===== src/rtl/mips_pkg.sv =====
// rtl/mips_pkg.sv - shared types and constants for the instruction fetch front end
package mips_pkg;
    localparam int INSTR_W = 32;
    localparam logic [31:0] PC_STEP = 32'd4;

    typedef enum logic [1:0] {
        IDLE,
        REQ,
        REQ_DROP
    } fetch_state_t;

    typedef struct packed {
        logic [31:0]        addr;
        logic [INSTR_W-1:0] data;
    } fetch_entry_t;
endpackage


===== src/rtl/fetch_queue.sv =====
// rtl/fetch_queue.sv - DEPTH-entry circular FIFO of tagged fetched words
module fetch_queue
    import mips_pkg::*;
#(
    parameter int DEPTH = 2,
    localparam int CW = $clog2(DEPTH + 1)
) (
    input  logic         clk,
    input  logic         reset,
    input  logic         push,
    input  fetch_entry_t push_entry,
    input  logic         pop,
    input  logic         flush,
    output fetch_entry_t head,
    output logic [CW-1:0] count,
    output logic         full,
    output logic         empty
);
    localparam int PW = (DEPTH > 1) ? $clog2(DEPTH) : 1;

    fetch_entry_t   store [DEPTH];
    logic [PW-1:0]  rd_ptr;
    logic [PW-1:0]  wr_ptr;
    logic           pop_ok;
    logic           push_ok;

    function automatic logic [PW-1:0] next_ptr(input logic [PW-1:0] p);
        return (p == PW'(DEPTH - 1)) ? '0 : p + 1'b1;
    endfunction

    assign full    = (count == CW'(DEPTH));
    assign empty   = (count == '0);
    assign head    = store[rd_ptr];
    assign pop_ok  = pop && !empty;
    // flush beats push; a push into a full queue is only accepted alongside a pop
    assign push_ok = push && !flush && (!full || pop_ok);

    always_ff @(posedge clk or negedge reset) begin
        if (!reset) begin
            rd_ptr <= '0;
            wr_ptr <= '0;
            count  <= '0;
        end else if (flush) begin
            rd_ptr <= '0;
            wr_ptr <= '0;
            count  <= '0;
        end else begin
            if (push_ok) wr_ptr <= next_ptr(wr_ptr);
            if (pop_ok)  rd_ptr <= next_ptr(rd_ptr);
            count <= count + CW'(push_ok) - CW'(pop_ok);
        end
    end

    always_ff @(posedge clk) begin
        if (push_ok) store[wr_ptr] <= push_entry;
    end
endmodule


===== src/rtl/instr_fetch_unit.sv =====
// rtl/instr_fetch_unit.sv - prefetching instruction fetch front end with redirect on pc discontinuity
module instr_fetch_unit
    import mips_pkg::*;
#(
    parameter int          DEPTH    = 2,
    parameter logic [31:0] RESET_PC = 32'h0
) (
    input  logic               clk,
    input  logic               reset,
    input  logic [31:0]        pc,
    input  logic               take,
    output logic [INSTR_W-1:0] instr,
    output logic               instr_valid,
    output logic               mem_req,
    output logic [31:0]        mem_addr,
    input  logic               mem_ack,
    input  logic [INSTR_W-1:0] mem_rdata
);
    localparam int CW = $clog2(DEPTH + 1);
    localparam logic [CW:0] DEPTH_W = (CW + 1)'(DEPTH);

    fetch_state_t  state, state_nx;
    logic [31:0]   fetch_addr, fetch_nx;
    logic [31:0]   req_addr, req_nx;
    logic [31:0]   expected;
    logic [31:0]   pc_word;
    logic          redirect;
    logic          push, pop, flush;
    fetch_entry_t  head;
    logic [CW-1:0] count;
    logic          full, empty;
    logic [CW:0]   occ_after_ack;
    logic          room_now;

    fetch_queue #(.DEPTH(DEPTH)) u_queue (
        .clk        (clk),
        .reset      (reset),
        .push       (push),
        .push_entry ({req_addr, mem_rdata}),
        .pop        (pop),
        .flush      (flush),
        .head       (head),
        .count      (count),
        .full       (full),
        .empty      (empty)
    );

    assign pc_word     = {pc[31:2], 2'b00};
    assign instr_valid = !empty && (head.addr == pc);
    assign instr       = instr_valid ? head.data : '0;
    assign pop         = take && instr_valid;
    assign mem_req     = (state != IDLE);
    assign mem_addr    = req_addr;

    // the address the core should be asking for if no discontinuity happened
    assign expected = !empty ? head.addr : ((state == REQ) ? req_addr : fetch_addr);
    assign redirect = (pc != expected);

    assign occ_after_ack = {1'b0, count} + (CW + 1)'(1) - (CW + 1)'(pop);
    assign room_now      = (({1'b0, count} - (CW + 1)'(pop)) < DEPTH_W);

    always_comb begin
        state_nx = state;
        fetch_nx = fetch_addr;
        req_nx   = req_addr;
        push     = 1'b0;
        flush    = redirect;
        if (redirect) fetch_nx = pc_word;
        case (state)
            IDLE: begin
                if (redirect) begin
                    req_nx   = pc_word;
                    state_nx = REQ;
                end else if (room_now) begin
                    req_nx   = fetch_addr;
                    state_nx = REQ;
                end
            end
            REQ: begin
                if (mem_ack) begin
                    if (redirect) begin
                        state_nx = IDLE;
                    end else begin
                        push     = 1'b1;
                        fetch_nx = req_addr + PC_STEP;
                        if (occ_after_ack < DEPTH_W) req_nx = req_addr + PC_STEP;
                        else                         state_nx = IDLE;
                    end
                end else if (redirect) begin
                    // the bus request cannot be withdrawn; let it finish and drop the data
                    state_nx = REQ_DROP;
                end
            end
            REQ_DROP: begin
                if (mem_ack) state_nx = IDLE;
            end
            default: state_nx = IDLE;
        endcase
    end

    always_ff @(posedge clk or negedge reset) begin
        if (!reset) begin
            state      <= IDLE;
            fetch_addr <= RESET_PC;
            req_addr   <= '0;
        end else begin
            state      <= state_nx;
            fetch_addr <= fetch_nx;
            req_addr   <= req_nx;
        end
    end
endmodule


===== config.mk =====
export PLATFORM = sky130hd
export DESIGN_NAME = instr_fetch_unit
export DESIGN_NICKNAME = d
export VERILOG_FILES = /design/src/rtl/mips_pkg.sv /design/src/rtl/fetch_queue.sv /design/src/rtl/instr_fetch_unit.sv
export SDC_FILE = /design/constraint.sdc
export NUM_CORES = 1
export LEC_CHECK = 0
export BUFFER_PORTS_ARGS = -buffer_cell sky130_fd_sc_hd__buf_2
export CAP_MARGIN = 0
export CORE_ASPECT_RATIO = 0.9
export CORE_UTILIZATION = 40
export CTS_CLUSTER_SIZE = 28
export DETAILED_ROUTE_END_ITERATION = 16
export PLACE_DENSITY = 0.58
export SLEW_MARGIN = 20
export SYNTH_ARGS = -nofsm -noshare
export SYNTH_HDL_FRONTEND = slang
export SYNTH_SLANG_ARGS = --single-unit
export TNS_END_PERCENT = 10

===== constraint.sdc =====
create_clock -name clk -period 17.25 [get_ports clk]
set_input_delay 0.8625 -clock clk [delete_from_list [all_inputs] [get_ports clk]]
set_output_delay 0.8625 -clock clk [all_outputs]
set_load 0.005 [all_outputs]

Word level (Yosys, flattened, before mapping)
Memory sizes are Yosys's and may differ from the RTL's.
Cells that the tools add are included.
{ "word_totals": {"ff_bits": 70, "ram_bits": 128, "in_bits": 68, "out_inout_bits": 66, "word_cells": 79, "n_memories": 1} }
{ "mem_list": {"columns": ["name", "words", "width", "read_ports", "rd_ports_with_merged_regs", "wr", "line", "rtl"], "rows": [
  ["u_queue.store", 2, 64, 1, 0, 1, "fetch_queue.sv:21", "fetch_entry_t store [DEPTH];"]
]} }
{ "op_classes": {"add_sub_neg": 8, "n_lt_le_gt_ge": 2, "eq_ne": 12, "mux": 33, "n_reduce_logical": 17} }
{ "ops": {"columns": ["operator", "n"], "rows": [
  ["2-to-1 mux 32 bit", 12],
  ["case mux 32 bit (2 select lines)", 1],
  ["adder 32 x 3 -> 32 bit (second input constant)", 1],
  ["== test 32 bit", 1],
  ["inequality test 32 bit", 1],
  ["2-to-1 mux 2 bit", 8],
  ["2-to-1 mux 1 bit", 11],
  ["inequality test 3 x 2 -> 1 bit (second input constant)", 3],
  ["nonzero test 2 bit", 4],
  ["less-than comparator 3 x 2 -> 1 bit (second input constant)", 2],
  ["inequality test 2 bit (second input constant)", 3],
  ["case mux 2 bit (3 select lines)", 1],
  ["logical AND 1 bit", 5],
  ["AND reduction 5 bit", 1],
  ["== test 2 bit (second input constant)", 2],
  ["zero test 2 bit", 2],
  ["AND reduction 4 bit", 1],
  ["adder 2 x 1 -> 3 bit (second input constant)", 1],
  ["zero test 1 bit", 3],
  ["subtractor 2 x 1 -> 3 bit", 1],
  ["subtractor 3 x 1 -> 3 bit", 1],
  ["adder 1 bit (second input constant)", 2],
  ["adder 2 x 1 -> 2 bit", 1],
  ["== test 2 x 1 -> 1 bit (second input constant)", 1],
  ["other kinds (3)", 3]
]} }

Logic depth before layout (Yosys ltp)
Gate-level depths: netlist of the first run.
{ "depth": {"ltp_word": 12, "mapped_depth": 15, "mapped_depth_nobuf": 11} }

Hierarchy
A second synthesis of the first run with hierarchy kept.
{ "unflattened": {"cells_unflattened": 951, "hier_area_um2": 10854.2} }
{ "modules_own_cells": {"columns": ["module", "instances", "cells_per_inst", "area_each_um2", "seq_area_each_um2"], "rows": [
  ["instr_fetch_unit", 1, 723, 5950.7, 1651.6],
  ["fetch_queue", 1, 228, 4903.5, 3943.8]
]} }

Worst setup path before layout of the first run
OpenSTA, ideal clock, no wires.
{ "synth_timing": {"path_type": "register to register", "start": "register state[0]", "end": "memory u_queue.store[0][0] (netlist name) (enable)", "setup_time_ns": 0.496, "arrival_ns": 5.524, "required_ns": 16.754, "slack_ns": 11.230, "stages_incl_launch_ff": 12, "path_buffers": 3, "period_less_slack_ns": 6.020, "cell_sequence": "dfrtp_1 > clkbuf_1 > clkbuf_1 > and3b_1 > a2111oi_0 > a2111oi_0 > a2111oi_0 > nand4_1 > nor3_2 > buf_2 > o311a_1 > nor2b_1"} }
{ "synth_between": {"elab_chain_len": 11, "elab_cells_between_ends": 12, "classes_between": "eq/ne (2); mux (7); reduce/logical (3)"} }
{ "synth_rtl": {"columns": ["element", "line", "rtl"], "rows": [
  ["from (decl)", "instr_fetch_unit.sv:22", "fetch_state_t state, state_nx;"],
  ["from (signal assigned)", "instr_fetch_unit.sv:107", "state <= state_nx;"],
  ["== test 2 x 1 -> 1 bit *", "instr_fetch_unit.sv:56, instr_fetch_unit.sv:69", null],
  ["2-to-1 mux 32 bit (2 in a row)", "instr_fetch_unit.sv:56", "assign expected = !empty ? head.addr : ((state == REQ) ? req_addr : fetch_addr);"],
  ["inequality test 32 bit", "instr_fetch_unit.sv:57", "assign redirect = (pc != expected);"],
  ["2-to-1 mux 1 bit", "instr_fetch_unit.sv:81", "if (redirect) begin"],
  ["2-to-1 mux 1 bit", "instr_fetch_unit.sv:80", "if (mem_ack) begin"],
  ["2-to-1 mux 1 bit", "instr_fetch_unit.sv:69", "case (state)"],
  ["logical AND 1 bit * (2 in a row)", "fetch_queue.sv:36", "assign push_ok = push && !flush && (!full || pop_ok);"],
  ["2-to-1 mux 1 bit *", "fetch_queue.sv:55", "if (push_ok) store[wr_ptr] <= push_entry;"],
  ["2-to-1 mux 1 bit (not written as such) *", "fetch_queue.sv:55", null],
  ["to (decl)", "fetch_queue.sv:21", null]
]} }
Mark *: on every way between the ends. The rest lies on a longest branch, timed or not.

Worst setup path in the final report of the first run
{ "layout_timing": {"start": "register u_queue.count[1]", "end": "register req_addr[30], in the netlist mem_addr[30]"} }
{ "layout_between": {"elab_chain_len": 8, "elab_cells_between_ends": 17, "classes_between": "add/sub (3); order compare (2); eq/ne (4); mux (3); reduce/logical (5)"} }
{ "layout_rtl": {"columns": ["element", "line", "rtl"], "rows": [
  ["from (decl)", "fetch_queue.sv:15", "output logic [CW-1:0] count,"],
  ["from (signal assigned)", "fetch_queue.sv:50", "count <= count + CW'(push_ok) - CW'(pop_ok);"],
  ["zero test 2 bit", "fetch_queue.sv:32", "assign empty = (count == '0);"],
  ["zero test 1 bit", "instr_fetch_unit.sv:49", "assign instr_valid = !empty && (head.addr == pc);"],
  ["logical AND 1 bit", "instr_fetch_unit.sv:49", null],
  ["logical AND 1 bit", "instr_fetch_unit.sv:51", "assign pop = take && instr_valid;"],
  ["subtractor 3 x 1 -> 3 bit or subtractor 2 x 1 -> 3 bit (tied branches)", "instr_fetch_unit.sv:59, instr_fetch_unit.sv:60", null],
  ["less-than comparator 3 x 2 -> 1 bit, on equally long branches", "instr_fetch_unit.sv:86, instr_fetch_unit.sv:60", null],
  ["inequality test 2 x 1 -> 1 bit (no line) or inequality test 3 x 2 -> 1 bit (tied branches)", null, null],
  ["AND reduction 5 bit (no line)", null, null],
  ["to (signal assigned)", "instr_fetch_unit.sv:109", "req_addr <= req_nx;"],
  ["to (decl)", "instr_fetch_unit.sv:24", "logic [31:0] req_addr, req_nx;"]
]} }
Several ways; a longest one is shown, not always the timed one.
A chain may end at the register's enable or synchronous reset.

==> impl_results.html, run 1 <==
<table>
<tr><th>Metric</th><th>Value</th></tr>
<tr><th colspan="2">Pwr</th></tr>
<tr><td>Power, Total</td><td>approximately 1.6 mW</td></tr>
<tr><td>Total leakage power</td><td>around 4.6 nW</td></tr>
<tr><td>Total power divided by cell area</td><td>125 nW/um^2</td></tr>
<tr><td>IR Drop Worst-Case VDD</td><td>0.0671 mV</td></tr>
<tr><th colspan="2">Timing</th></tr>
<tr><td>Clock skew after layout</td><td>around 16 ps</td></tr>
<tr><td>Slew of the pin with the lowest slew margin</td><td>slightly above 1000 ps</td></tr>
<tr><td>Final setup fails</td><td>0</td></tr>
<tr><td>RSZ-0062 raised after global routing</td><td>false</td></tr>
<tr><td>Total count of hold-check failures in the final report</td><td>0</td></tr>
<tr><td>Max-slew violation total from the final report</td><td>0</td></tr>
<tr><td>Period utilization</td><td>0.343</td></tr>
<tr><td>Setup total negative slack</td><td>0 ps</td></tr>
<tr><td>Timing-limited maximum frequency</td><td>169 MHz</td></tr>
<tr><td>Post-route minimum period</td><td>a little under 6000 ps</td></tr>
<tr><td>Headroom to the max-slew limit</td><td>0.309</td></tr>
<tr><th colspan="2">Worst setup path</th></tr>
<tr><td>Type of origin of the critical path</td><td>flip-flop</td></tr>
<tr><td>End of the worst register-to-register path</td><td>mem_addr[30]</td></tr>
<tr><td>Slowest cell on crit path</td><td>a221o_1</td></tr>
<tr><td>Maximum fanout count along the critical path</td><td>57</td></tr>
<tr><td>Category of the worst setup path capture point</td><td>flip-flop</td></tr>
<tr><td>Worst path cell trace</td><td>or2_1, buf_4, a211oi_1, or3b_1, a2111oi_0, nand4_1, nor3_4, buf_4, a221o_1, buf_4, mux2_1</td></tr>
<tr><td>Worst Reg-to-Reg Cells</td><td>11</td></tr>
<tr><td>Setup slack of the worst register-to-register path</td><td>about 11000 ps</td></tr>
<tr><td>Data required time of the worst path</td><td>between 15000 and 20000 ps</td></tr>
<tr><td>Worst endpoint data arrival time</td><td>6230 ps</td></tr>
<tr><td>Startpoint of the most critical register-to-register path</td><td>u_queue.count[1]</td></tr>
<tr><td>Critical path's largest stage delay</td><td>slightly above 800 ps</td></tr>
<tr><td>Category of the most critical setup path</td><td>flip-flop to flip-flop</td></tr>
<tr><td>Library cell appearing most often on the critical path</td><td>buf_4</td></tr>
<tr><th colspan="2">GRT</th></tr>
<tr><td>Global-route usage over all layers</td><td>0.211</td></tr>
<tr><td>First-pass GRT wire length</td><td>around 45 mm</td></tr>
<tr><td>Met1 track demand over resource</td><td>0.303</td></tr>
<tr><td>Maximum number of pins on one net before global-route repair</td><td>71</td></tr>
<tr><td>Met2 Track Usage GR</td><td>0.320</td></tr>
<tr><td>Busiest grt layer</td><td>met2</td></tr>
<tr><td>Final global-route overflow total</td><td>0</td></tr>
<tr><td>Met3 Track Usage GR</td><td>0.0435</td></tr>
<tr><td>Number of global-route vias before repair</td><td>between 7000 and 8000</td></tr>
<tr><td>Antenna violations before repair</td><td>0</td></tr>
<tr><th colspan="2">Clocking</th></tr>
<tr><td>CTS tree</td><td>yes</td></tr>
<tr><td>Root buffer cell</td><td>clkbuf_16</td></tr>
<tr><td>Clock buffer depth</td><td>2</td></tr>
<tr><td>Maximum level of the CTS H-tree</td><td>4</td></tr>
<tr><td>Number of buffers created by CTS</td><td>17</td></tr>
<tr><td>Count of instances resized after the clock tree is built</td><td>0</td></tr>
<tr><td>Buffer count from post-CTS setup fixing</td><td>0</td></tr>
<tr><td>Clock latency at the later pin of the worst-skew pair</td><td>roughly 450 ps</td></tr>
<tr><td>TritonCTS sink count</td><td>198</td></tr>
<tr><td>Clock slew at the register clock pins of the worst setup and hold paths</td><td>approximately 80 ps</td></tr>
<tr><td># hold bufs at CTS</td><td>0</td></tr>
<tr><th colspan="2">Floorplanning</th></tr>
<tr><td>Effective utilization at floorplan</td><td>0.407</td></tr>
<tr><td>I/O pin total</td><td>134</td></tr>
<tr><td>Die Height</td><td>about 160 um</td></tr>
<tr><td>Die width</td><td>177 um</td></tr>
<tr><td>Die Area</td><td>28100 um^2</td></tr>
<tr><td>Core Region</td><td>between 20000 and 30000 um^2</td></tr>
<tr><td>Placement row count</td><td>57</td></tr>
<tr><th colspan="2">Synth</th></tr>
<tr><td>Synthesis warning total</td><td>0</td></tr>
<tr><td>Mapped Nets</td><td>a little over 1000</td></tr>
<tr><td>Part of the Yosys area used for sequential elements</td><td>0.510</td></tr>
<tr><td>Yosys reg bits</td><td>~200</td></tr>
<tr><td>Gate count of the mapped netlist</td><td>about 940</td></tr>
<tr><td>Avg Inst Size Synth</td><td>about 12 um^2</td></tr>
<tr><td>Area of the mapped netlist</td><td>11000 um^2</td></tr>
<tr><td>Ys flop type</td><td>edfxtp_1</td></tr>
<tr><td>Library cells used by synthesis</td><td>54</td></tr>
<tr><td>Fraction of registers with async set or reset after synthesis</td><td>0.354</td></tr>
<tr><td>Count of flip-flops with a built-in enable after synthesis</td><td>approximately 130</td></tr>
<tr><th colspan="2">Placement</th></tr>
<tr><td>Final GP Congestion</td><td>0.760</td></tr>
<tr><td>Port bufs</td><td>about 130</td></tr>
<tr><td>Hpwl dp</td><td>about 19 mm</td></tr>
<tr><th colspan="2">Layout</th></tr>
<tr><td>Fill cell total of the finished layout</td><td>~2600</td></tr>
<tr><td>Share of cells above drive strength 1</td><td>0.233</td></tr>
<tr><td>Final #Nets</td><td>1114</td></tr>
<tr><td>Final antenna diode count</td><td>0</td></tr>
<tr><td>Area growth syn-to-layout</td><td>14.7%</td></tr>
<tr><th colspan="2">Job</th></tr>
<tr><td>Max-cap violation count</td><td>0</td></tr>
<tr><th colspan="2">Drt</th></tr>
<tr><td>Initial DRC Count</td><td>around 520</td></tr>
<tr><td>Residual DRC</td><td>0</td></tr>
<tr><td>Vias per Instance</td><td>~5.6</td></tr>
<tr><td>Mean routed wirelength per cell</td><td>about 20 um</td></tr>
<tr><td>Initial DRT Pass Iterations</td><td>7</td></tr>
<tr><td>DRT Wirelength</td><td>about 29 mm</td></tr>
<tr><td>Residual antenna-violating net count after detailed routing</td><td>0</td></tr>
<tr><td>Detailed-route via count</td><td>just under 8000</td></tr>
<tr><th colspan="2">Status</th></tr>
<tr><td>Status</td><td>complete, no violations</td></tr>
<tr><th colspan="2">Worst hold path</th></tr>
<tr><td>Kind of path behind the tightest hold check</td><td>primary input to asynchronous set/reset pin</td></tr>
</table>
[metal layers]
metal  share of wire  vias to the layer above
met5               0                        -
met1            0.47                     3889
met4           0.019                        0
met2            0.45                      242
li1                -                     3768
met3           0.054                       35
[registers in the layout, indices dropped and copies added (netlist names)]
register        flops
fetch_addr         32
mem_addr           32
state               2
u_queue.count       2
u_queue.rd_ptr      1
u_queue.store     128
u_queue.wr_ptr      1
[layout by cell type (no fill, tap or decap), drive strengths merged, types with 8 or more instances in the layout]
master and count:
buf 149, edfxtp 128, mux2i 111, nor2 70
dfrtp 70, nand2 59, mux2 52, xnor2 42
a2111oi 40, o21ai 39, and3b 27, xor2 24
or3b 20, nor3b 18, o2111a 18, inv 18
clkbuf 17, nand3 15, a211oi 14, and2 13
a21oi 12, nor3 10, o32a 9, nor4 9
clkinv 9, nand4 8
[metrics by stage]
step           cell area, um^2  hold slack, ps   util  cells  worst slack, ps
3_3_place_gp             12000             543  0.444   1378            11310
3_5_place_dp             12000             521  0.444   1378            11320
6_report                 12600             447  0.467   1410            11330
4_1_cts                  12600             555  0.467   1410            11280
2_1_floorplan            11000             485      -    942            11230
5_1_grt                  12600             490  0.467   1410            11060
[layout make-up]
cell class	count	area (um^2)	area share
Inverter	12	45.0	0.00358
Multi-Input combinational cell	665	5090	0.404
Clock inverter	15	199	0.0158
Clock buffer	17	425	0.0338
Timing Repair Buffer	149	792	0.0629
Sequential cell	198	5600	0.444
Tap cell	354	443	0.0352
[cell families after synthesis]
kind of cell,after synthesis,synth area share
simple gates,271,0.137
fa+ha+maj,3,0.00342
compound gates,162,0.114
mux,163,0.155
xor+xnor,66,0.0527
buf+inv,79,0.0292
flops,198,0.510
[power by group]
group	total, mW	switching [mW]	internal, mW
sequential	0.662	0.0958	0.567
combinational	0.505	0.281	0.223
clock	0.410	0.211	0.199
total	1.58	0.588	0.989
[cells in the mapped netlist, drive strengths merged, types with 3 or more instances]
| cell type | n | area [um^2] |
|---|---|---|
| a2111oi | 40 | 350 |
| a211o | 3 | 26.3 |
| a211oi | 14 | 105 |
| a21o | 3 | 22.5 |
| a21oi | 12 | 60.1 |
| a31o | 3 | 26.3 |
| and2 | 13 | 81.3 |
| and3 | 6 | 37.5 |
| and3b | 27 | 236 |
| buf | 19 | 95.1 |
| clkbuf | 48 | 180 |
| dfrtp | 70 | 1750 |
| edfxtp | 128 | 3840 |
| ha | 3 | 37.5 |
| inv | 12 | 45.0 |
| mux2 | 52 | 586 |
| mux2i | 111 | 1110 |
| nand2 | 59 | 221 |
| nand3 | 15 | 75.1 |
| nand4 | 8 | 50.1 |
| nor2 | 70 | 263 |
| nor2b | 3 | 18.8 |
| nor3 | 10 | 55.1 |
| nor3b | 18 | 135 |
| nor4 | 9 | 62.6 |
| nor4b | 3 | 26.3 |
| o2111a | 18 | 203 |
| o21a | 5 | 37.5 |
| o21ai | 39 | 195 |
| o21bai | 3 | 22.5 |
| o32a | 9 | 90.1 |
| or2 | 5 | 31.3 |
| or3b | 20 | 175 |
| xnor2 | 42 | 368 |
| xor2 | 24 | 210 |
[how the worst max path moves through the flow]
stage | from | end
floorplan | state[0] | u_queue.store[0][0]
global placement | u_queue.rd_ptr | mem_addr[23]
detailed placement | u_queue.count[1] | mem_addr[3]
CTS | u_queue.count[1] | mem_addr[30]
global route | u_queue.count[1] | mem_addr[3]
finish | u_queue.count[1] | mem_addr[30]
[worst max-delay path, delay by kind of cell (launching register included)]
kind / cells / cell delay [ps]
compound gates: 3 / 1670
buf+inv: 3 / 1530
simple gates: 4 / 1620
flops: 1 / 500
mux: 1 / 370
No activity file was read; power rests on OpenSTA's default activity.
==> run 2: changes to the inputs <==
Clock period 17.25 ns to 5.68 ns, I/O delays scaled along.
==> run 2 against run 1 <==
  * Register-to-register slack got worse by 11000 ps
  * Worst setup slack worse by 11000 ps
  * Global-route usage grew 0.52 points
  * Critical path depth is 3 higher
  * First-iteration DRC count unchanged
  * Highest routed layer is now met5
==> impl_results.html, run 2 (synthesized netlist as in run 1, its figures left out) <==
<table>
<tr><th>Metric</th><th>Value</th></tr>
<tr><th colspan="2">Clocking</th></tr>
<tr><td>Clock buffer depth</td><td>2</td></tr>
<tr><td>CTS tree</td><td>yes</td></tr>
<tr><td>Buffer count from post-CTS setup fixing</td><td>0</td></tr>
<tr><td>Number of buffers created by CTS</td><td>17</td></tr>
<tr><td>TritonCTS sink count</td><td>198</td></tr>
<tr><td># hold bufs at CTS</td><td>2</td></tr>
<tr><td>Maximum level of the CTS H-tree</td><td>4</td></tr>
<tr><td>Clock slew at the register clock pins of the worst setup and hold paths</td><td>90 ps</td></tr>
<tr><td>Count of instances resized after the clock tree is built</td><td>0</td></tr>
<tr><td>Root buffer cell</td><td>clkbuf_16</td></tr>
<tr><td>Clock latency at the later pin of the worst-skew pair</td><td>between 400 and 500 ps</td></tr>
<tr><th colspan="2">Timing</th></tr>
<tr><td>Timing-limited maximum frequency</td><td>202 MHz</td></tr>
<tr><td>PnR worst setup slack</td><td>around 730 ps</td></tr>
<tr><td>Clock skew after layout</td><td>around 16 ps</td></tr>
<tr><td>Slew of the pin with the lowest slew margin</td><td>between 900 and 1000 ps</td></tr>
<tr><td>Period utilization</td><td>0.872</td></tr>
<tr><td>RSZ-0062 raised after global routing</td><td>false</td></tr>
<tr><td>Setup total negative slack</td><td>0 ps</td></tr>
<tr><td>Total count of hold-check failures in the final report</td><td>0</td></tr>
<tr><td>Final setup fails</td><td>0</td></tr>
<tr><td>Headroom to the max-slew limit</td><td>0.375</td></tr>
<tr><td>Post-route minimum period</td><td>4950 ps</td></tr>
<tr><td>Max-slew violation total from the final report</td><td>0</td></tr>
<tr><td>Final hold slack</td><td>around 16 ps</td></tr>
<tr><th colspan="2">Floorplanning</th></tr>
<tr><td>Die Height</td><td>159 um</td></tr>
<tr><td>Die Area</td><td>28100 um^2</td></tr>
<tr><td>I/O pin total</td><td>134</td></tr>
<tr><td>Die width</td><td>roughly 180 um</td></tr>
<tr><td>Placement row count</td><td>between 50 and 60</td></tr>
<tr><td>Core Region</td><td>between 20000 and 30000 um^2</td></tr>
<tr><td>Effective utilization at floorplan</td><td>0.407</td></tr>
<tr><th colspan="2">Layout</th></tr>
<tr><td>Final #Nets</td><td>roughly 1100</td></tr>
<tr><td>Leading cell type in the layout, fill and taps excluded</td><td>buf_2</td></tr>
<tr><td>Cell area after layout</td><td>12700 um^2</td></tr>
<tr><td>Share of cells above drive strength 1</td><td>0.245</td></tr>
<tr><td>Flip-flop count of the largest register, all copies and words added</td><td>about 130</td></tr>
<tr><td>Final antenna diode count</td><td>0</td></tr>
<tr><td>Register with the most flip-flops</td><td>u_queue.store</td></tr>
<tr><td>Area growth syn-to-layout</td><td>16.1%</td></tr>
<tr><td>Highest-count cells in the layout ignoring fill and taps</td><td>buf_2, edfxtp_1, mux2i_1</td></tr>
<tr><th colspan="2">GRT</th></tr>
<tr><td>Global-route usage over all layers</td><td>0.216</td></tr>
<tr><td>Final global-route overflow total</td><td>0</td></tr>
<tr><td>Number of global-route vias before repair</td><td>around 7500</td></tr>
<tr><td>First-pass GRT wire length</td><td>approximately 46 mm</td></tr>
<tr><td>Antenna violations before repair</td><td>1</td></tr>
<tr><td>Maximum number of pins on one net before global-route repair</td><td>61</td></tr>
<tr><th colspan="2">Drt</th></tr>
<tr><td>DRT Wirelength</td><td>between 20 and 30 mm</td></tr>
<tr><td>Initial DRC Count</td><td>between 500 and 600</td></tr>
<tr><td>Vias per Instance</td><td>5.67</td></tr>
<tr><td>Residual antenna-violating net count after detailed routing</td><td>0</td></tr>
<tr><td>Initial DRT Pass Iterations</td><td>7</td></tr>
<tr><td>Mean routed wirelength per cell</td><td>~21 um</td></tr>
<tr><td>Detailed-route via count</td><td>8090</td></tr>
<tr><td>Residual DRC</td><td>0</td></tr>
<tr><th colspan="2">Worst setup path</th></tr>
<tr><td>Worst path cell trace</td><td>buf_4, nor2b_2, buf_4, buf_4, o2111a_1, a2111oi_0, a2111oi_0, nand4_1, nor3_4, buf_4, buf_4, mux2i_1, mux2i_1, mux2_1</td></tr>
<tr><td>Slowest cell on crit path</td><td>a2111oi_0</td></tr>
<tr><td>Category of the worst setup path capture point</td><td>flip-flop</td></tr>
<tr><td>Type of origin of the critical path</td><td>flip-flop</td></tr>
<tr><td>Library cell appearing most often on the critical path</td><td>buf_4</td></tr>
<tr><td>Critical path's largest stage delay</td><td>820 ps</td></tr>
<tr><td>Category of the most critical setup path</td><td>flip-flop to flip-flop</td></tr>
<tr><td>Worst endpoint data arrival time</td><td>between 5000 and 6000 ps</td></tr>
<tr><td>Largest delay contributor family on the critical path</td><td>buffers and inverters</td></tr>
<tr><td>Buf/Inv on CP</td><td>5</td></tr>
<tr><td>Maximum fanout count along the critical path</td><td>57</td></tr>
<tr><td>Data required time of the worst path</td><td>~6000 ps</td></tr>
<tr><th colspan="2">Placement</th></tr>
<tr><td>Instance area after placement</td><td>roughly 12000 um^2</td></tr>
<tr><td>Final GP Congestion</td><td>0.826</td></tr>
<tr><td>Port bufs</td><td>about 130</td></tr>
<tr><td>Hpwl dp</td><td>20.2 mm</td></tr>
<tr><td>Placement-stage worst setup slack</td><td>a little over 900 ps</td></tr>
<tr><th colspan="2">Job</th></tr>
<tr><td>Max-cap violation count</td><td>0</td></tr>
<tr><th colspan="2">Pwr</th></tr>
<tr><td>Total leakage power</td><td>between 4 and 5 nW</td></tr>
<tr><td>Total power divided by cell area</td><td>about 380 nW/um^2</td></tr>
<tr><td>IR Drop Worst-Case VDD</td><td>0.218 mV</td></tr>
<tr><th colspan="2">Status</th></tr>
<tr><td>Status</td><td>complete, no violations</td></tr>
<tr><th colspan="2">Worst hold path</th></tr>
<tr><td>Kind of path behind the tightest hold check</td><td>primary input to flip-flop</td></tr>
</table>
==> run 2: worst reg2reg max path, delay by kind of cell, from the launching register on <==
kind	cells	cell delay, ps
AO/OA/AOI/OAI	3	1080
buffers and inverters	5	1770
flip-flops	1	370
multiplexers	3	700
AND/OR/NAND/NOR	3	920
==> run 2: power breakdown <==
| group | switching, mW | internal (mW) |
|---|---|---|
| Combinational | 0.867 | 0.711 |
| Sequential | 0.288 | 1.72 |
| Clock | 0.643 | 0.608 |
| Total | 1.80 | 3.04 |
==> run 2: area by class of cell <==
cell class / instances / area, um^2
clock inverter: 15 / 190
multi-input combinational: 665 / 5100
timing repair buffer: 167 / 941
inverter: 12 / 45.0
tap: 354 / 443
sequential: 198 / 5600
clock buffer: 17 / 425
fill: 2486 / 14200
==> run 2: routing by layer <==
| metal | global-route usage | vias up | wire, um |
|---|---|---|---|
| li1 | - | 3811 | - |
| met1 | 0.317 | 3948 | 13900 |
| met2 | 0.327 | 300 | 13500 |
| met3 | 0.0375 | 29 | 2030 |
| met4 | 0.0560 | 2 | 402 |
| met5 | 0 | - | 12 |
==> run 2: worst paths after layout <==
path                                    start                   end  slack [ps]  depth (start not counted)
max in group asynchronous               reset        u_queue.rd_ptr        4320                          3
worst max register to register       state[0]          mem_addr[22]         730                         14
worst max-delay path                 state[0]          mem_addr[22]         730                         14
worst min register to register  fetch_addr[0]           mem_addr[0]         550                          1
worst min-delay path            mem_rdata[30]  u_queue.store[1][30]          20                          1
min in group asynchronous               reset        fetch_addr[11]         300                          2
==> run 2: stage by stage <==
| stage | std cells | power, mW | utilization |
|---|---|---|---|
| 5_1_grt | 1428 | 5.09 | 0.473 |
| 3_5_place_dp | 1394 | 3.60 | 0.449 |
| 6_report | 1428 | 4.84 | 0.473 |
| 2_1_floorplan | 942 | 2.98 | - |
| 4_1_cts | 1428 | 4.86 | 0.472 |
| 3_3_place_gp | 1394 | 3.59 | 0.449 |
==> run 3: changes to the inputs <==
Settings changed: ABC_AREA set to 1.
==> run 3 against run 2 <==
  * Hold slack worse by 1.5 ps
  * Clock skew down 0.88 ps
  * Non-clock buffer count fell by 16
  * Register-to-register slack better by 360 ps
  * Final cell count is 45% higher
  * Maximum frequency increased by 7.8%
  * Largest cell class unchanged
==> impl_results.html, run 3 <==
<table>
<tr><th>Metric</th><th>Value</th></tr>
<tr><th colspan="2">Timing</th></tr>
<tr><td>Timing-limited maximum frequency</td><td>between 200 and 250 MHz</td></tr>
<tr><td>Setup total negative slack</td><td>0 ps</td></tr>
<tr><td>Max-slew violation total from the final report</td><td>0</td></tr>
<tr><td>Final hold slack</td><td>~15 ps</td></tr>
<tr><td>Post-route minimum period</td><td>4600 ps</td></tr>
<tr><td>Final setup fails</td><td>0</td></tr>
<tr><td>PnR worst setup slack</td><td>around 1100 ps</td></tr>
<tr><td>Period utilization</td><td>0.809</td></tr>
<tr><td>RSZ-0062 raised after global routing</td><td>false</td></tr>
<tr><td>Total count of hold-check failures in the final report</td><td>0</td></tr>
<tr><td>Clock skew after layout</td><td>between 15 and 20 ps</td></tr>
<tr><td>Headroom to the max-slew limit</td><td>0.270</td></tr>
<tr><td>Slew of the pin with the lowest slew margin</td><td>approximately 1100 ps</td></tr>
<tr><th colspan="2">Synth</th></tr>
<tr><td>Synth area leaders</td><td>edfxtp_1, nand2_1, dfrtp_1</td></tr>
<tr><td>Avg Inst Size Synth</td><td>~7.3 um^2</td></tr>
<tr><td>Most used standard cells in the synthesized netlist</td><td>nand2_1, inv_1, nand3_1</td></tr>
<tr><td>Library cells used by synthesis</td><td>35</td></tr>
<tr><td>Gate count of the mapped netlist</td><td>~1600</td></tr>
<tr><td>Mapped Nets</td><td>roughly 1700</td></tr>
<tr><td>Part of the Yosys area used for sequential elements</td><td>0.487</td></tr>
<tr><td>Yosys reg bits</td><td>slightly below 200</td></tr>
<tr><td>Fraction of registers with async set or reset after synthesis</td><td>0.354</td></tr>
<tr><td>Synthesis warning total</td><td>0</td></tr>
<tr><td>Share of Yosys cell area claimed by the top area cell type</td><td>0.335</td></tr>
<tr><td>Count leader, synth</td><td>nand2_1</td></tr>
<tr><td>Count of flip-flops with a built-in enable after synthesis</td><td>between 100 and 150</td></tr>
<tr><td>Ys flop type</td><td>edfxtp_1</td></tr>
<tr><td>Area of the mapped netlist</td><td>~11000 um^2</td></tr>
<tr><td>Library cell occupying the most area in the post-synthesis netlist</td><td>edfxtp_1</td></tr>
<tr><th colspan="2">GRT</th></tr>
<tr><td>Global-route usage over all layers</td><td>0.250</td></tr>
<tr><td>First-pass GRT wire length</td><td>55.5 mm</td></tr>
<tr><td>Final global-route overflow total</td><td>0</td></tr>
<tr><td>Number of global-route vias before repair</td><td>9808</td></tr>
<tr><td>Antenna violations before repair</td><td>0</td></tr>
<tr><td>Maximum number of pins on one net before global-route repair</td><td>70</td></tr>
<tr><th colspan="2">Worst setup path</th></tr>
<tr><td>Launching element of the worst setup path</td><td>state[0]</td></tr>
<tr><td>Library cell appearing most often on the critical path</td><td>nand2_1</td></tr>
<tr><td>Category of the worst setup path capture point</td><td>flip-flop</td></tr>
<tr><td>Worst path cell trace</td><td>inv_1, nor2_4, buf_4, nand2_1, nand3_1, nand3_1, nand2_1, nand2_1, inv_1, nand2_1, nor2_1, nand2_1, nor2_4, a21oi_1, nor2_2, buf_4, nand2_1, nand2_1</td></tr>
<tr><td>Largest delay contributor family on the critical path</td><td>simple AND/OR/NAND/NOR gates</td></tr>
<tr><td>Critical path's largest stage delay</td><td>around 830 ps</td></tr>
<tr><td>Category of the most critical setup path</td><td>flip-flop to flip-flop</td></tr>
<tr><td>Worst endpoint data arrival time</td><td>~5000 ps</td></tr>
<tr><td>Buf/Inv on CP</td><td>4</td></tr>
<tr><td>Maximum fanout count along the critical path</td><td>36</td></tr>
<tr><td>Startpoint of the most critical register-to-register path</td><td>state[0]</td></tr>
<tr><td>Type of origin of the critical path</td><td>flip-flop</td></tr>
<tr><td>Slowest cell on crit path</td><td>nor2_4</td></tr>
<tr><td>Data required time of the worst path</td><td>about 6000 ps</td></tr>
<tr><th colspan="2">Clocking</th></tr>
<tr><td>Clock buffer depth</td><td>2</td></tr>
<tr><td>Number of buffers created by CTS</td><td>17</td></tr>
<tr><td>Clock slew at the register clock pins of the worst setup and hold paths</td><td>roughly 90 ps</td></tr>
<tr><td>Clock latency at the later pin of the worst-skew pair</td><td>~450 ps</td></tr>
<tr><td>TritonCTS sink count</td><td>198</td></tr>
<tr><td>Buffer count from post-CTS setup fixing</td><td>0</td></tr>
<tr><td>Root buffer cell</td><td>clkbuf_16</td></tr>
<tr><td>CTS tree</td><td>yes</td></tr>
<tr><td>Maximum level of the CTS H-tree</td><td>4</td></tr>
<tr><th colspan="2">Floorplanning</th></tr>
<tr><td>I/O pin total</td><td>between 100 and 150</td></tr>
<tr><td>Placement row count</td><td>between 50 and 60</td></tr>
<tr><td>Effective utilization at floorplan</td><td>0.409</td></tr>
<tr><td>Die width</td><td>181 um</td></tr>
<tr><td>Core Region</td><td>between 20000 and 30000 um^2</td></tr>
<tr><td>Die Height</td><td>163 um</td></tr>
<tr><td>Die Area</td><td>~29000 um^2</td></tr>
<tr><th colspan="2">Layout</th></tr>
<tr><td>Final antenna diode count</td><td>0</td></tr>
<tr><td>Area growth syn-to-layout</td><td>14.3%</td></tr>
<tr><td>Area of the multi-input gates</td><td>approximately 5000 um^2</td></tr>
<tr><td>Flip-flop count of the largest register, all copies and words added</td><td>roughly 130</td></tr>
<tr><td>Area occupied by registers</td><td>approximately 5600 um^2</td></tr>
<tr><td>Register with the most flip-flops</td><td>u_queue.store</td></tr>
<tr><td>Number of non-filler instances in the completed layout</td><td>between 2000 and 2500</td></tr>
<tr><td>Share of cells above drive strength 1</td><td>0.119</td></tr>
<tr><td>Cell area after layout</td><td>between 10000 and 15000 um^2</td></tr>
<tr><td>Leading cell type in the layout, fill and taps excluded</td><td>nand2_1</td></tr>
<tr><td>Utilization after layout</td><td>0.468</td></tr>
<tr><td>Fill cell total of the finished layout</td><td>2811</td></tr>
<tr><td>Final #Nets</td><td>1767</td></tr>
<tr><td>Highest-count cells in the layout ignoring fill and taps</td><td>nand2_1, inv_1, nand3_1</td></tr>
<tr><th colspan="2">Drt</th></tr>
<tr><td>Met2 wire len</td><td>15.9 mm</td></tr>
<tr><td>DRT Wirelength</td><td>between 30 and 40 mm</td></tr>
<tr><td>Residual antenna-violating net count after detailed routing</td><td>0</td></tr>
<tr><td>Vias per Instance</td><td>about 5</td></tr>
<tr><td>Detailed-route via count</td><td>10600</td></tr>
<tr><td>Initial DRT Pass Iterations</td><td>7</td></tr>
<tr><td>Highest Signal Layer</td><td>met4</td></tr>
<tr><td>Mean routed wirelength per cell</td><td>about 17 um</td></tr>
<tr><td>Sum of met3 wire segment lengths after detailed routing</td><td>2.80 mm</td></tr>
<tr><td>Residual DRC</td><td>0</td></tr>
<tr><td>Initial DRC Count</td><td>1000</td></tr>
<tr><td>Post-route met1 wirelength</td><td>16.7 mm</td></tr>
<tr><th colspan="2">Placement</th></tr>
<tr><td>Instance area after placement</td><td>about 12000 um^2</td></tr>
<tr><td>Port bufs</td><td>~130</td></tr>
<tr><td># placed instances</td><td>just over 2000</td></tr>
<tr><td>Hpwl dp</td><td>24.8 mm</td></tr>
<tr><td>Placement-stage worst setup slack</td><td>between 1000 and 1500 ps</td></tr>
<tr><td>Final GP Congestion</td><td>between 0.9 and 1</td></tr>
<tr><th colspan="2">Pwr</th></tr>
<tr><td>Total leakage power</td><td>about 6.6 nW</td></tr>
<tr><td>Power, Total</td><td>5.28 mW</td></tr>
<tr><td>IR Drop Worst-Case VDD</td><td>between 0.2 and 0.25 mV</td></tr>
<tr><td>Total power divided by cell area</td><td>402 nW/um^2</td></tr>
<tr><th colspan="2">Job</th></tr>
<tr><td>Max-cap violation count</td><td>0</td></tr>
<tr><th colspan="2">Worst hold path</th></tr>
<tr><td>Kind of path behind the tightest hold check</td><td>primary input to flip-flop</td></tr>
<tr><td>HP Start</td><td>mem_rdata[7]</td></tr>
<tr><th colspan="2">Status</th></tr>
<tr><td>Status</td><td>complete, no violations</td></tr>
</table>
run 3: cell count changes after synthesis, sizes merged, moves of 41 or more:
cell / before / now
inv: 12 / 155
mux2: 52 / 0
mux2i: 111 / 0
nand2: 59 / 790
nand3: 15 / 153
xnor2: 42 / 1
run 3: final timing paths:
kind                                   endpoint  depth (start not counted)  slack [ps]
hold / removal              u_queue.store[0][7]                          1          10
min in group asynchronous        fetch_addr[23]                          2         320
hold reg to reg            u_queue.store[0][50]                          0         530
max in group asynchronous        u_queue.rd_ptr                          3        4420
setup / recovery                    mem_addr[2]                         18        1080
setup reg to reg                    mem_addr[2]                         18        1080
run 3: timing repair:
item                      CTS  global route
hold endpoints to repair   33             1
gates resized for setup     0             0
hold buffers                1             1
run 3: logic make-up (layout without fill, tap and decap cells):
kind of cell               Yosys count  count (layout)  share of synthesized area
adders and majority gates            3               3                    0.00327
and+or+nand+nor                   1067            1067                      0.377
buffers and inverters              213             338                     0.0756
xor gates and xnor gates            26              26                     0.0198
AOI/OAI and AO/OA                   77              77                     0.0372
DFF                                198             198                      0.487
run 3: layer usage:
metal,up-vias,GRT usage
met4,0,0.0715
met3,50,0.0427
met2,413,0.390
met5,-,0
met1,4904,0.357
li1,5236,-
run 3: cell type report:
cell class | instances | area share
flip-flops and latches | 198 | 0.426
multi-input cells | 1173 | 0.384
repair buffers | 151 | 0.0635
inverters | 155 | 0.0443
well taps | 360 | 0.0343
clock buffers | 17 | 0.0324
clock inverters | 15 | 0.0150
run 3: power by group:
group	switching (mW)	internal [mW]
Clock	0.678	0.611
Sequential	0.270	1.76
Combinational	1.35	0.620
